File: config.mk
export PLATFORM = sky130hd
export DESIGN_NAME = instr_encoder
export DESIGN_NICKNAME = d
export VERILOG_FILES = /design/src/rtl/instr_pkg.sv /design/src/rtl/word_fifo.sv /design/src/rtl/instr_encoder.sv
export SDC_FILE = /design/constraint.sdc
export NUM_CORES = 1
export LEC_CHECK = 0
export CAP_MARGIN = 20
export CORE_MARGIN = 4
export CORE_UTILIZATION = 30
export CTS_CLUSTER_SIZE = 28
export DETAILED_ROUTE_END_ITERATION = 6
export PLACE_DENSITY = 0.47
export SLEW_MARGIN = 5
export SYNTH_ARGS = -nofsm -noshare
export SYNTH_HDL_FRONTEND = slang
export SYNTH_HIERARCHICAL = 1
export SYNTH_SLANG_ARGS = --single-unit
File: constraint.sdc
create_clock -name clk -period 5.4 [get_ports clk]
set_input_delay 0.81 -clock clk [delete_from_list [all_inputs] [get_ports clk]]
set_output_delay 0.81 -clock clk [all_outputs]
set_load 0.01 [all_outputs]
File: src/rtl/instr_pkg.sv
// Shared types, RV32I field constants and encode/range-check helpers for instr_encoder.
// Latency: pure combinational functions, no state.
// Backpressure: n/a (package only).
package instr_pkg;

    // Symbolic operations accepted by the encoder; 7 is reserved.
    typedef enum logic [2:0] {
        OP_ADD  = 3'd0,
        OP_SUB  = 3'd1,
        OP_ADDI = 3'd2,
        OP_LW   = 3'd3,
        OP_SW   = 3'd4,
        OP_BEQ  = 3'd5,
        OP_NOP  = 3'd6,
        OP_RSVD = 3'd7
    } op_e;

    // Major opcodes
    localparam logic [6:0] OPC_OP     = 7'b0110011;
    localparam logic [6:0] OPC_OPIMM  = 7'b0010011;
    localparam logic [6:0] OPC_LOAD   = 7'b0000011;
    localparam logic [6:0] OPC_STORE  = 7'b0100011;
    localparam logic [6:0] OPC_BRANCH = 7'b1100011;

    // funct3 / funct7
    localparam logic [2:0] F3_ADD  = 3'b000;
    localparam logic [2:0] F3_ADDI = 3'b000;
    localparam logic [2:0] F3_LW   = 3'b010;
    localparam logic [2:0] F3_SW   = 3'b010;
    localparam logic [2:0] F3_BEQ  = 3'b000;
    localparam logic [6:0] F7_ADD  = 7'b0000000;
    localparam logic [6:0] F7_SUB  = 7'b0100000;

    // addi x0, x0, 0
    localparam logic [31:0] NOP_WORD = {12'd0, 5'd0, F3_ADDI, 5'd0, OPC_OPIMM};

    // Loader FSM states, kept as plain constants for compatibility with older tools.
    typedef logic [1:0] state_t;
    localparam state_t ST_IDLE  = 2'd0;
    localparam state_t ST_LOAD  = 2'd1;
    localparam state_t ST_DONE  = 2'd2;
    localparam state_t ST_DRAIN = 2'd3;

    // Build the 32-bit instruction word. Immediates are simply truncated to
    // their field; register fields that a format does not carry are dropped,
    // so they come out as zero. Anything unrecognised becomes a NOP.
    function automatic logic [31:0] encode(
        input op_e         op,
        input logic [4:0]  rd,
        input logic [4:0]  rs1,
        input logic [4:0]  rs2,
        input logic [31:0] imm
    );
        case (op)
            OP_ADD:  encode = {F7_ADD, rs2, rs1, F3_ADD, rd, OPC_OP};
            OP_SUB:  encode = {F7_SUB, rs2, rs1, F3_ADD, rd, OPC_OP};
            OP_ADDI: encode = {imm[11:0], rs1, F3_ADDI, rd, OPC_OPIMM};
            OP_LW:   encode = {imm[11:0], rs1, F3_LW, rd, OPC_LOAD};
            OP_SW:   encode = {imm[11:5], rs2, rs1, F3_SW, imm[4:0], OPC_STORE};
            OP_BEQ:  encode = {imm[12], imm[10:5], rs2, rs1, F3_BEQ,
                               imm[4:1], imm[11], OPC_BRANCH};
            default: encode = NOP_WORD;
        endcase
    endfunction

    // True when the operation cannot be represented exactly: immediate does
    // not fit its signed field, branch offset is odd, or the op is reserved.
    function automatic logic imm_bad(input op_e op, input logic [31:0] imm);
        logic fits12;
        logic fits13;
        fits12 = (imm[31:11] == '0) || (imm[31:11] == '1);
        fits13 = (imm[31:12] == '0) || (imm[31:12] == '1);
        case (op)
            OP_ADDI, OP_LW, OP_SW: imm_bad = !fits12;
            OP_BEQ:                imm_bad = !fits13 || imm[0];
            OP_RSVD:               imm_bad = 1'b1;
            default:               imm_bad = 1'b0;
        endcase
    endfunction

endpackage

File: src/rtl/word_fifo.sv
// Generic first-word-fall-through FIFO holding encoded instruction words.
// Latency: a word pushed at edge N is visible on rd_data (empty=0) in cycle N+1.
// Backpressure: push is ignored while full, pop is ignored while empty; caller gates with full/empty.
//
// Ports: clk, reset (sync, active-high), push/wr_data, pop/rd_data, full, empty, count.
module word_fifo #(
    parameter int DEPTH = 4,
    parameter int WIDTH = 32
) (
    input  logic                     clk,
    input  logic                     reset,
    input  logic                     push,
    input  logic [WIDTH-1:0]         wr_data,
    input  logic                     pop,
    output logic [WIDTH-1:0]         rd_data,
    output logic                     full,
    output logic                     empty,
    output logic [$clog2(DEPTH):0]   count
);
    localparam int AW = $clog2(DEPTH);
    localparam logic [AW-1:0] PTR_ONE = {{(AW-1){1'b0}}, 1'b1};
    localparam logic [AW:0]   CNT_ONE = {{AW{1'b0}}, 1'b1};
    localparam logic [AW:0]   CNT_MAX = DEPTH[AW:0];

    logic [WIDTH-1:0] mem [DEPTH];
    logic [AW-1:0]    wptr;
    logic [AW-1:0]    rptr;
    logic             do_push;
    logic             do_pop;

    assign full    = (count == CNT_MAX);
    assign empty   = (count == '0);
    assign do_push = push && !full;
    assign do_pop  = pop && !empty;
    assign rd_data = mem[rptr];

    // Storage needs no reset; occupancy is tracked by the counters below.
    always_ff @(posedge clk) begin
        if (do_push) begin
            mem[wptr] <= wr_data;
        end
    end

    // DEPTH is a power of two, so the pointers wrap on their own.
    always_ff @(posedge clk) begin
        if (reset) begin
            wptr  <= '0;
            rptr  <= '0;
            count <= '0;
        end else begin
            if (do_push) wptr <= wptr + PTR_ONE;
            if (do_pop)  rptr <= rptr + PTR_ONE;
            case ({do_push, do_pop})
                2'b10:   count <= count + CNT_ONE;
                2'b01:   count <= count - CNT_ONE;
                default: count <= count;
            endcase
        end
    end

endmodule

File: src/rtl/instr_encoder.sv
// Encodes symbolic RV32I ops into 32-bit words and streams them to instruction memory at consecutive addresses.
// Latency: op accepted at edge N -> mem_we with its word in cycle N+1; one word/cycle with mem_ready high.
// Backpressure: in_ready drops when the FIFO is full, the address space is used up, or a restart is draining; writes hold while !mem_ready.
//
// Ports: clk, reset (sync, active-high); in_valid/in_ready with in_op, in_rd, in_rs1, in_rs2, in_imm;
//        restart (one-cycle rewind to address 0); mem_we/mem_addr/mem_wdata/mem_ready write port;
//        prog_len (words written since reset/restart), busy, err (sticky encoding error).
// Build option: define ENC_RANGE_CHECK_EN to reject unrepresentable ops (flagged on err, not written);
//        otherwise immediates are truncated, op 7 becomes NOP and err is constant 0.
module instr_encoder
    import instr_pkg::*;
#(
    parameter int DEPTH  = 4,
    parameter int ADDR_W = 8
) (
    input  logic              clk,
    input  logic              reset,
    input  logic              in_valid,
    output logic              in_ready,
    input  logic [2:0]        in_op,
    input  logic [4:0]        in_rd,
    input  logic [4:0]        in_rs1,
    input  logic [4:0]        in_rs2,
    input  logic [31:0]       in_imm,
    input  logic              restart,
    output logic              mem_we,
    output logic [ADDR_W-1:0] mem_addr,
    output logic [31:0]       mem_wdata,
    input  logic              mem_ready,
    output logic [ADDR_W:0]   prog_len,
    output logic              busy,
    output logic              err
);
    localparam int CNT_W = $clog2(DEPTH) + 1;
    // Instruction memory capacity in words.
    localparam logic [ADDR_W:0] CAP     = {1'b1, {ADDR_W{1'b0}}};
    localparam logic [ADDR_W:0] LEN_ONE = {{ADDR_W{1'b0}}, 1'b1};

    state_t            state;
    logic [ADDR_W:0]   issued;

    logic              accept;
    logic              push;
    logic              pop;
    logic [31:0]       enc_word;
    logic [31:0]       fifo_rd;
    logic              fifo_full;
    logic              fifo_empty;
    logic [CNT_W-1:0]  fifo_count;

    // ------------------------------------------------------------------
    // Input side
    // ------------------------------------------------------------------
    // issued counts words committed to the FIFO, so the program can never
    // overrun memory even while earlier words are still waiting to be written.
    assign in_ready = ((state == ST_IDLE) || (state == ST_LOAD))
                      && !fifo_full && (issued < CAP);
    assign accept   = in_valid && in_ready;
    assign enc_word = encode(op_e'(in_op), in_rd, in_rs1, in_rs2, in_imm);

`ifdef ENC_RANGE_CHECK_EN
    logic enc_bad;

    // A bad op still completes its handshake so the producer is never stuck;
    // it is only dropped on the way into the FIFO.
    assign enc_bad = imm_bad(op_e'(in_op), in_imm);
    assign push    = accept && !enc_bad;

    always_ff @(posedge clk) begin
        if (reset) begin
            err <= 1'b0;
        end else if (restart && (state != ST_DRAIN)) begin
            err <= 1'b0;
        end else if (accept && enc_bad) begin
            err <= 1'b1;
        end
    end
`else
    assign push = accept;
    assign err  = 1'b0;
`endif

    // ------------------------------------------------------------------
    // Word buffer
    // ------------------------------------------------------------------
    word_fifo #(
        .DEPTH (DEPTH),
        .WIDTH (32)
    ) u_fifo (
        .clk     (clk),
        .reset   (reset),
        .push    (push),
        .wr_data (enc_word),
        .pop     (pop),
        .rd_data (fifo_rd),
        .full    (fifo_full),
        .empty   (fifo_empty),
        .count   (fifo_count)
    );

    // ------------------------------------------------------------------
    // Memory side
    // ------------------------------------------------------------------
    // The head word and prog_len only move on pop, so the write request
    // stays stable for as long as memory stalls.
    assign mem_we    = !fifo_empty && (state != ST_DONE);
    assign mem_addr  = prog_len[ADDR_W-1:0];
    assign mem_wdata = mem_we ? fifo_rd : 32'd0;
    assign pop       = mem_we && mem_ready;
    assign busy      = (fifo_count != '0) || (state == ST_DRAIN);

    // ------------------------------------------------------------------
    // Loader FSM and counters
    // ------------------------------------------------------------------
    always_ff @(posedge clk) begin
        if (reset) begin
            state    <= ST_IDLE;
            issued   <= '0;
            prog_len <= '0;
        end else begin
            if (push) issued   <= issued + LEN_ONE;
            if (pop)  prog_len <= prog_len + LEN_ONE;

            case (state)
                ST_IDLE: begin
                    if (restart)     state <= ST_DRAIN;
                    else if (accept) state <= ST_LOAD;
                end
                ST_LOAD: begin
                    if (restart)              state <= ST_DRAIN;
                    else if (prog_len == CAP) state <= ST_DONE;
                end
                ST_DONE: begin
                    if (restart) state <= ST_DRAIN;
                end
                default: begin
                    // Draining: words already queued still go out at their
                    // addresses; rewind only once nothing is left to write.
                    // restart is ignored here.
                    if (fifo_empty) begin
                        state    <= ST_IDLE;
                        issued   <= '0;
                        prog_len <= '0;
                    end
                end
            endcase
        end
    end

endmodule

# ---- Word-level counts from Yosys, hierarchy flattened
# Memory sizes are Yosys's and may differ from the RTL's. A register that Yosys moved wholly into a read port is not among the register bits.
# Cells that the tools add are included.
dict set report totals {
  inputBits 55
  output_inout_bits 53
  n_memories 1
  ramBits 128
  regBits 27
  latch_bits 0
  wordCells 69
  mem_bits_ro 0
}
dict set report op_classes {
  shift 0
  mul 0
  eq_ne 16
  order_cmp 1
  muxes 20
  div_mod_pow 0
  reduce_logical 19
  n_addsub 6
  n_bitwise 0
}
# memory depth width read_ports rd_clocked_by_memory_dff wr line_no
set memory_table {}
lappend memory_table {u_fifo.mem 4 32 1 1 1 word_fifo.sv:25} ;# logic [WIDTH-1:0] mem [DEPTH];
# cell count
set ops {}
lappend ops {{$pmux W32 S6} 1}
lappend ops {{$mux W9} 6}
lappend ops {{$mux W32} 1}
lappend ops {{$add A9 B1 Y9 const B} 2}
lappend ops {{$mux W2} 8}
lappend ops {{$eq A3 B3 Y1 const B} 3}
lappend ops {{$eq A9 B9 Y1 const B} 1}
lappend ops {{$lt A9 B9 Y1 const B} 1}
lappend ops {{$logic_and A1 B1 Y1} 7}
lappend ops {{$eq A2 B2 Y1 const B} 3}
lappend ops {{$eq A3 B2 Y1 const B} 2}
lappend ops {{$logic_not A3 Y1} 2}
lappend ops {{$ne A3 B2 Y1 const B} 2}
lappend ops {{$pmux W2 S3} 1}
lappend ops {{$pmux W3 S2} 1}
lappend ops {{$add A2 B1 Y2 const B} 2}
lappend ops {{$eq A2 B1 Y1 const B} 2}
lappend ops {{$ne A2 B2 Y1 const B} 2}
lappend ops {{$reduce_and A4 Y1} 1}
lappend ops {{$reduce_bool A4 Y1} 1}
lappend ops {{$add A3 B1 Y3 const B} 1}
lappend ops {{$eq A3 B1 Y1 const B} 1}
lappend ops {{$reduce_bool A3 Y1} 1}
lappend ops {{$reduce_or A3 Y1} 1}
lappend ops {{other kinds (6)} 9}

# ---- Depth between registers and ports, before layout
# Gate-level depths: netlist of the first run.
dict set report depth {
  word_depth 8
  ltp_mapped 14
  mapped_depth_nobuf 14
}

# ---- By module
# Netlist of the first run, hierarchy kept.
# mod instances area_each_um2 cells_each
set by_module_without_submodules {}
lappend by_module_without_submodules {word_fifo 1 5146.2 221}
lappend by_module_without_submodules {instr_encoder 1 1646.6 221}

# ---- Least setup slack after synthesis of the first run
# Ideal clock, no wire load.
dict set report synth_timing {
  path_kind {input to register}
  start {input mem_ready}
  end {register u_fifo.count[2]}
  cell_stages 11
  arrival_time_ps 2669
  path_slack_ps 2661
  path_buffers 1
  required_time_ps 5330
  path_cell_list {or3b_1 -> buf_2 -> inv_2 -> o31ai_2 -> inv_1 -> ha_1 -> inv_1 -> fa_1 -> xor2_1 -> or3_1 -> a21oi_1}
}
dict set report synth_via {
  elab_chain_len 4
}
# element line_no
set synth_rtl {}
lappend synth_rtl {{start, declared} instr_encoder.sv:29} ;# input logic mem_ready,
lappend synth_rtl {{$logic_and A1 B1 Y1 *} instr_encoder.sv:109} ;# assign pop = mem_we && mem_ready;
lappend synth_rtl {{via pop} instr_encoder.sv:44} ;# logic pop;
lappend synth_rtl {{$logic_and A1 B1 Y1 *} word_fifo.sv:34} ;# assign do_pop = pop && !empty;
lappend synth_rtl {{via u_fifo.do_pop} word_fifo.sv:29} ;# logic do_pop;
lappend synth_rtl {{$eq A2 B1 Y1 / $eq A2 B2 Y1 (equally long branches)} word_fifo.sv:53} ;# case ({do_push, do_pop})
lappend synth_rtl {{$pmux W3 S2 / $reduce_bool A2 Y1 (equally long branches)} n/a}
lappend synth_rtl {{end signal, assigned} word_fifo.sv:54} ;# 2'b10: count <= count + CNT_ONE;
lappend synth_rtl {{end signal, assigned} word_fifo.sv:55} ;# 2'b01: count <= count - CNT_ONE;
lappend synth_rtl {{end signal, assigned} word_fifo.sv:56} ;# default: count <= count;
lappend synth_rtl {{end, declared} word_fifo.sv:18} ;# output logic [$clog2(DEPTH):0] count
# The timed path passes the listed nets; every way through them passes the cells marked *.
# A chain may end at the register's enable or synchronous reset.

==> results of run 1 <==
[cell families (layout without fill, tap and decap cells)]
logic type	Yosys count	after routing	synth area share (%)
other cells	2	25	0.111
xor+xnor	12	12	1.55
simple gates	131	131	10.9
mux	41	41	12.1
fa+ha+maj	14	14	2.69
buf+inv	47	147	4.00
compound gates	38	38	3.52
flops	157	157	65.1
[final timing paths]
check | slack [ps] | cells past startpoint | end
max | 1690 | 4 | mem_wdata[1]
min | 470 | 2 | issued[7]
max reg2reg | 2460 | 12 | u_fifo/count[2]
min reg2reg | 470 | 2 | issued[7]
[flip-flops by register name, summed over array words and instances (netlist names), named ones only]
register and count:
issued 9, prog_len 9, state 2, u_fifo/count 3, u_fifo/mem 128, u_fifo/rptr 2, u_fifo/wptr 2
[tightest hold or removal path, stage by stage, from the launching register on]
cell	delay, ps
dfxtp_1	310
nand2_1	50
mux2i_1	60
[power breakdown]
group          switching, uW  internal [uW]
Combinational            486            484
Sequential              74.2           1480
Clock                    459            720
Total                   1020           2690
[layout by cell type, fill, tap and decap left out, drive strengths merged, types with 2 or more instances in the layout]
cell and n:
o31ai 2, inv 21, mux4 32, nand3 4
or4 2, xor2 8, a21oi 12, nand4 4
ha 13, clkbuf 19, o21ai 12, conb 25
xnor2 4, bufinv 3, or2 2, a22o 5
nor3 8, nor2 23, mux2 2, mux2i 7
edfxtp 128, clkdlybuf4s50 87, clkinv 6, dfxtp 29
nor4 3, nor4b 2, buf 7, or3 6
clkinvlp 4, and2 48, nand2 22, nand2b 3
a21boi 2
[per-stage QoR]
| stage | instance area [um2] | std cells | util [%] |
|---|---|---|---|
| after floorplan | 6880 | 465 | - |
| after global placement | 7970 | 814 | 36.2 |
| after detailed placement | 7970 | 814 | 36.2 |
| after CTS | 8550 | 845 | 38.8 |
| after global routing | 8550 | 845 | 38.8 |
| final | 8550 | 845 | 38.8 |
[cell type report]
class / count / share of cell area, %
clock buffers: 19 / 5.06
clock inverters: 12 / 1.73
repair buffers: 94 / 10.8
flip-flops and latches: 157 / 51.8
well taps: 280 / 4.10
multi-input cells: 261 / 25.6
inverters: 22 / 0.966
[metal layers]
layer / wire [um] / vias up / global-route usage [%]
met3: 523 / 9 / 3.23
li1: - / 1831 / -
met2: 7480 / 68 / 20.4
met4: 155 / 0 / 3.33
met1: 6430 / 1964 / 15.1
met5: 0 / - / 0
==> impl_metrics.ini, run 1 <==
[run_status]
outcome = finished, final reports clean

[synth]
synth_common_cells = edfxtp_1, and2_1, mux4_2
syn_area_per_cell_um2 = 15.4
syn_inst = 442
synthTopCellsByArea = edfxtp_1, mux4_2, dfxtp_1
synth.distinct_cells = 52
synth_most_common_cell = edfxtp_1
yosys_warnings = 6
synth_area_um2 = 6790
synth_seq_cells = 157
synth_flop_cell = edfxtp_1
yosysTopAreaCellShare_pct = 56.6
synth_edf_count = 128
async_flop_share_pct = 0
yosys.area.top_type = edfxtp_1
ys_seq_area_share_pct = 65.1

[clock_tree]
holdBufCountCts = 0
root_buffer = clkbuf_16
htreeDepth = 4
cts.clk_slew.worst_paths_ps = 60
cts_tree = yes
cts_made_buffers = 17
clock_latency_ps = 420
clockBufferDepth = 2
ctsResizeCount = 0
cts_setup_buffers = 0
cts_sinks = 157

[finish]
regArea_um2 = 4430
fillers = 2062
multiInputGateArea_um2 = 2190
fin_nets = 622
layout-drive-gt1-share_pct = 13.6
area_growth_pct = 25.8
antennaDiodeCount = 0

[route]
firstDrtPassIters = 4
routed_wl_um = 14600
postRouteAntennaNets = 0
vias = 3872
drc_errors = 0
drt_iter0_markers = 132
vias_per_cell = 4.58
wire_per_inst_um = 17.3

[placement]
port_buffers = 87
gp_congestion = 0.723
place_ws_ps = 1960
dp_hpwl_um = 9050

[sta]
max_slew_margin_pct = 39.8
finalCritPeriodShare_pct = 68.7
fin_hold_ws_ps = 467
setup_tns_ps = 0
fin_skew_ps = 11.2
finalMaxSlewViolations = 0
max_freq_mhz = 269
rsz0062_at_grt = false
tightest_slew_ps = 902
setup_viol = 0
finalCriticalPeriod_ps = 3710
hold_viol = 0
setup_ws_ps = 1690

[grt]
grt_pass1_vias = 4052
grt_first_pass_wirelength_um = 22500
grt_overflow = 0
grt_antenna_before_repair = 0
grt_max_degree = 34
gr-usage-all-layers_pct = 12.0

[pwr]
p_leak_uw = 0.00288
p_per_area_nw_per_um2 = 433
peakVddDrop_v = 0.000222
power_uw = 3700

[setup_path]
crit_family = flip-flops
reg2reg_from = state[0]
worstSetupStartpointType = flop
slowest_stage = dfxtp_2
critical_path_required_ps = 4590
cp.arrival_ps = 2900
max_stage_delay_ps = 920
crit_path_end_kind = output pin
crit_chain = buf_4 > mux4_2 > and2_1 > clkdlybuf4s50_1
crit_type = reg -> out
critPathMaxFanout = 22
cp_num_buf_inv = 2

[die]
die_w_um = 158
die_area_um2 = 25100
rows = 54
dieHeight_um = 158
start_util_pct = 30.8
ios = 108
fp.coreArea_um2 = 22000

[min_path]
min_from = issued[7]
hold_path_class = reg -> reg

[flow_run]
maxCapViolations = 0
Power figures use the tool's default switching activity.
==> run 2: changes to the inputs <==
--- a/config.mk
+++ b/config.mk
@@ -10,7 +10,7 @@
 export CORE_UTILIZATION = 30
 export CTS_CLUSTER_SIZE = 28
 export DETAILED_ROUTE_END_ITERATION = 6
-export PLACE_DENSITY = 0.47
+export PLACE_DENSITY = 0.49
 export SLEW_MARGIN = 5
 export SYNTH_ARGS = -nofsm -noshare
 export SYNTH_HDL_FRONTEND = slang
==> constraint.sdc (replaced) <==
create_clock -name clk -period 3.05 [get_ports clk]
set_input_delay 0.4575 -clock clk [delete_from_list [all_inputs] [get_ports clk]]
set_output_delay 0.4575 -clock clk [all_outputs]
set_load 0.01 [all_outputs]
==> run 2 against run 1 <==
Compared with the run above:
- first-iteration DRC count is 64% higher
- die area did not move
- critical path depth is the same
- critical path type unchanged
- largest power group unchanged
==> impl_metrics.ini, run 2 (same netlist as run 1, synthesis figures left out) <==
[sta]
fin_hold_ws_ps = 465
hold_viol = 0
fin_skew_ps = 12.2
setup_tns_ps = 0
finalCritPeriodShare_pct = 93.5
max_freq_mhz = 351
max_slew_margin_pct = 63.8
finalMaxSlewViolations = 0
setup_viol = 0
tightest_slew_ps = 542
setup_ws_ps = 199
rsz0062_at_grt = false
finalCriticalPeriod_ps = 2850

[setup_path]
slowest_stage = dfxtp_2
crit_type = reg -> out
cp.arrival_ps = 2390
critical_path_required_ps = 2590
crit_path_end_kind = output pin
max_stage_delay_ps = 600
crit_chain = buf_12 > mux4_1 > and2_1 > clkdlybuf4s50_1
worstSetupStartpointType = flop
critPathMaxFanout = 10

[grt]
grt_max_degree = 34
grt_overflow = 0
grt_antenna_before_repair = 0
gr-usage-all-layers_pct = 11.8
grt_first_pass_wirelength_um = 22300
grt_pass1_vias = 4135

[run_status]
outcome = finished, final reports clean

[clock_tree]
cts.clk_slew.worst_paths_ps = 70
htreeDepth = 4
clock_latency_ps = 410
root_buffer = clkbuf_16
cts_sinks = 157
ctsResizeCount = 0
clockBufferDepth = 2
cts_made_buffers = 17
cts_setup_buffers = 0
cts_tree = yes
holdBufCountCts = 0

[placement]
place_ws_ps = 197
placed_area_um2 = 8100
port_buffers = 87
dp_hpwl_um = 9160
gp_congestion = 0.736

[finish]
fin_area_um2 = 8670
layout_common_cells = edfxtp_1, clkdlybuf4s50_1, and2_1
multiInputGateArea_um2 = 2200
fillers = 2072
fin_util_pct = 39.4
layout-drive-gt1-share_pct = 15.9
fin_nets = 629
area_growth_pct = 27.7
regArea_um2 = 4430
largest_register = u_fifo/mem
largest_reg_flops = 128
final_common_cell = edfxtp_1
antennaDiodeCount = 0
largestRegisters = u_fifo/mem: 128 flops, issued: 9 flops, prog_len: 9 flops

[die]
dieHeight_um = 158
rows = 54
fp.coreArea_um2 = 22000
die_area_um2 = 25100
ios = 108
start_util_pct = 30.8
die_w_um = 158

[pwr]
p_per_area_nw_per_um2 = 753
p_leak_uw = 0.00293
peakVddDrop_v = 0.000393

[route]
drc_errors = 0
postRouteAntennaNets = 0
vias = 3883
firstDrtPassIters = 4
wire_per_inst_um = 16.7
routed_wl_um = 14200
drt_iter0_markers = 216
vias_per_cell = 4.56

[flow_run]
maxCapViolations = 0

[min_path]
hold_path_class = reg -> reg
-- run 2: cell types whose count changed in the layout (fill, tap and decap cells not counted), moves of 2 or more --
cell        change
bufinv_16       -2
clkbuf_1        -2
buf_12          +6
clkinv_4        +2
clkinv_2        -3
inv_8           +2
and2_2          +4
inv_6           +4
and2_1          -4
clkinvlp_4      -2
-- run 2: through the flow --
stage	power, uW	cells
2_1_floorplan	3760	465
3_3_place_gp	4600	821
6_report	6530	852
5_1_grt	6900	852
4_1_cts	6660	852
3_5_place_dp	4630	821
-- run 2: power breakdown --
part	internal (uW)	switching, uW
combinational	926	873
clock	1140	861
sequential	2620	117
-- run 2: worst max-delay path, delay by kind of cell (launching register included) --
family / cells / cell delay [ps]
buffers and inverters: 2 / 690
flip-flops: 1 / 600
multiplexers: 1 / 540
AND/OR/NAND/NOR: 1 / 150
-- run 2: worst paths after layout --
kind                                 from               to  slack [ps]  cells past startpoint
worst min-delay path            issued[7]        issued[7]         460                      2
worst max register to register   state[0]  u_fifo/count[2]         250                     14
worst min register to register  issued[7]        issued[7]         460                      2
worst max-delay path                 flop    mem_wdata[21]         200                      4
-- run 2: area by class of cell --
cell class	instances	area share, %
sequential	157	51.0
inverter	22	0.952
tap	280	4.04
multi-input combinational	261	25.3
clock inverter	14	1.57
timing repair buffer	101	12.2
clock buffer	17	4.91
-- run 2: metal layers --
layer	global-route usage [%]	wire (um)	share of wire, %
met5	0	0	0
met4	4.02	209	1.5
met3	2.69	510	3.6
met2	20.7	7450	52
met1	14.4	6040	42
==> run 3: changes to the inputs <==
--- a/config.mk
+++ b/config.mk
@@ -11,6 +11,7 @@
 export CTS_CLUSTER_SIZE = 28
 export DETAILED_ROUTE_END_ITERATION = 6
 export PLACE_DENSITY = 0.49
+export SKIP_CTS_REPAIR_TIMING = 1
 export SLEW_MARGIN = 5
 export SYNTH_ARGS = -nofsm -noshare
 export SYNTH_HDL_FRONTEND = slang
==> results of run 3 <==
No change in the layout: final DEF, timing and power equal those of run 2.
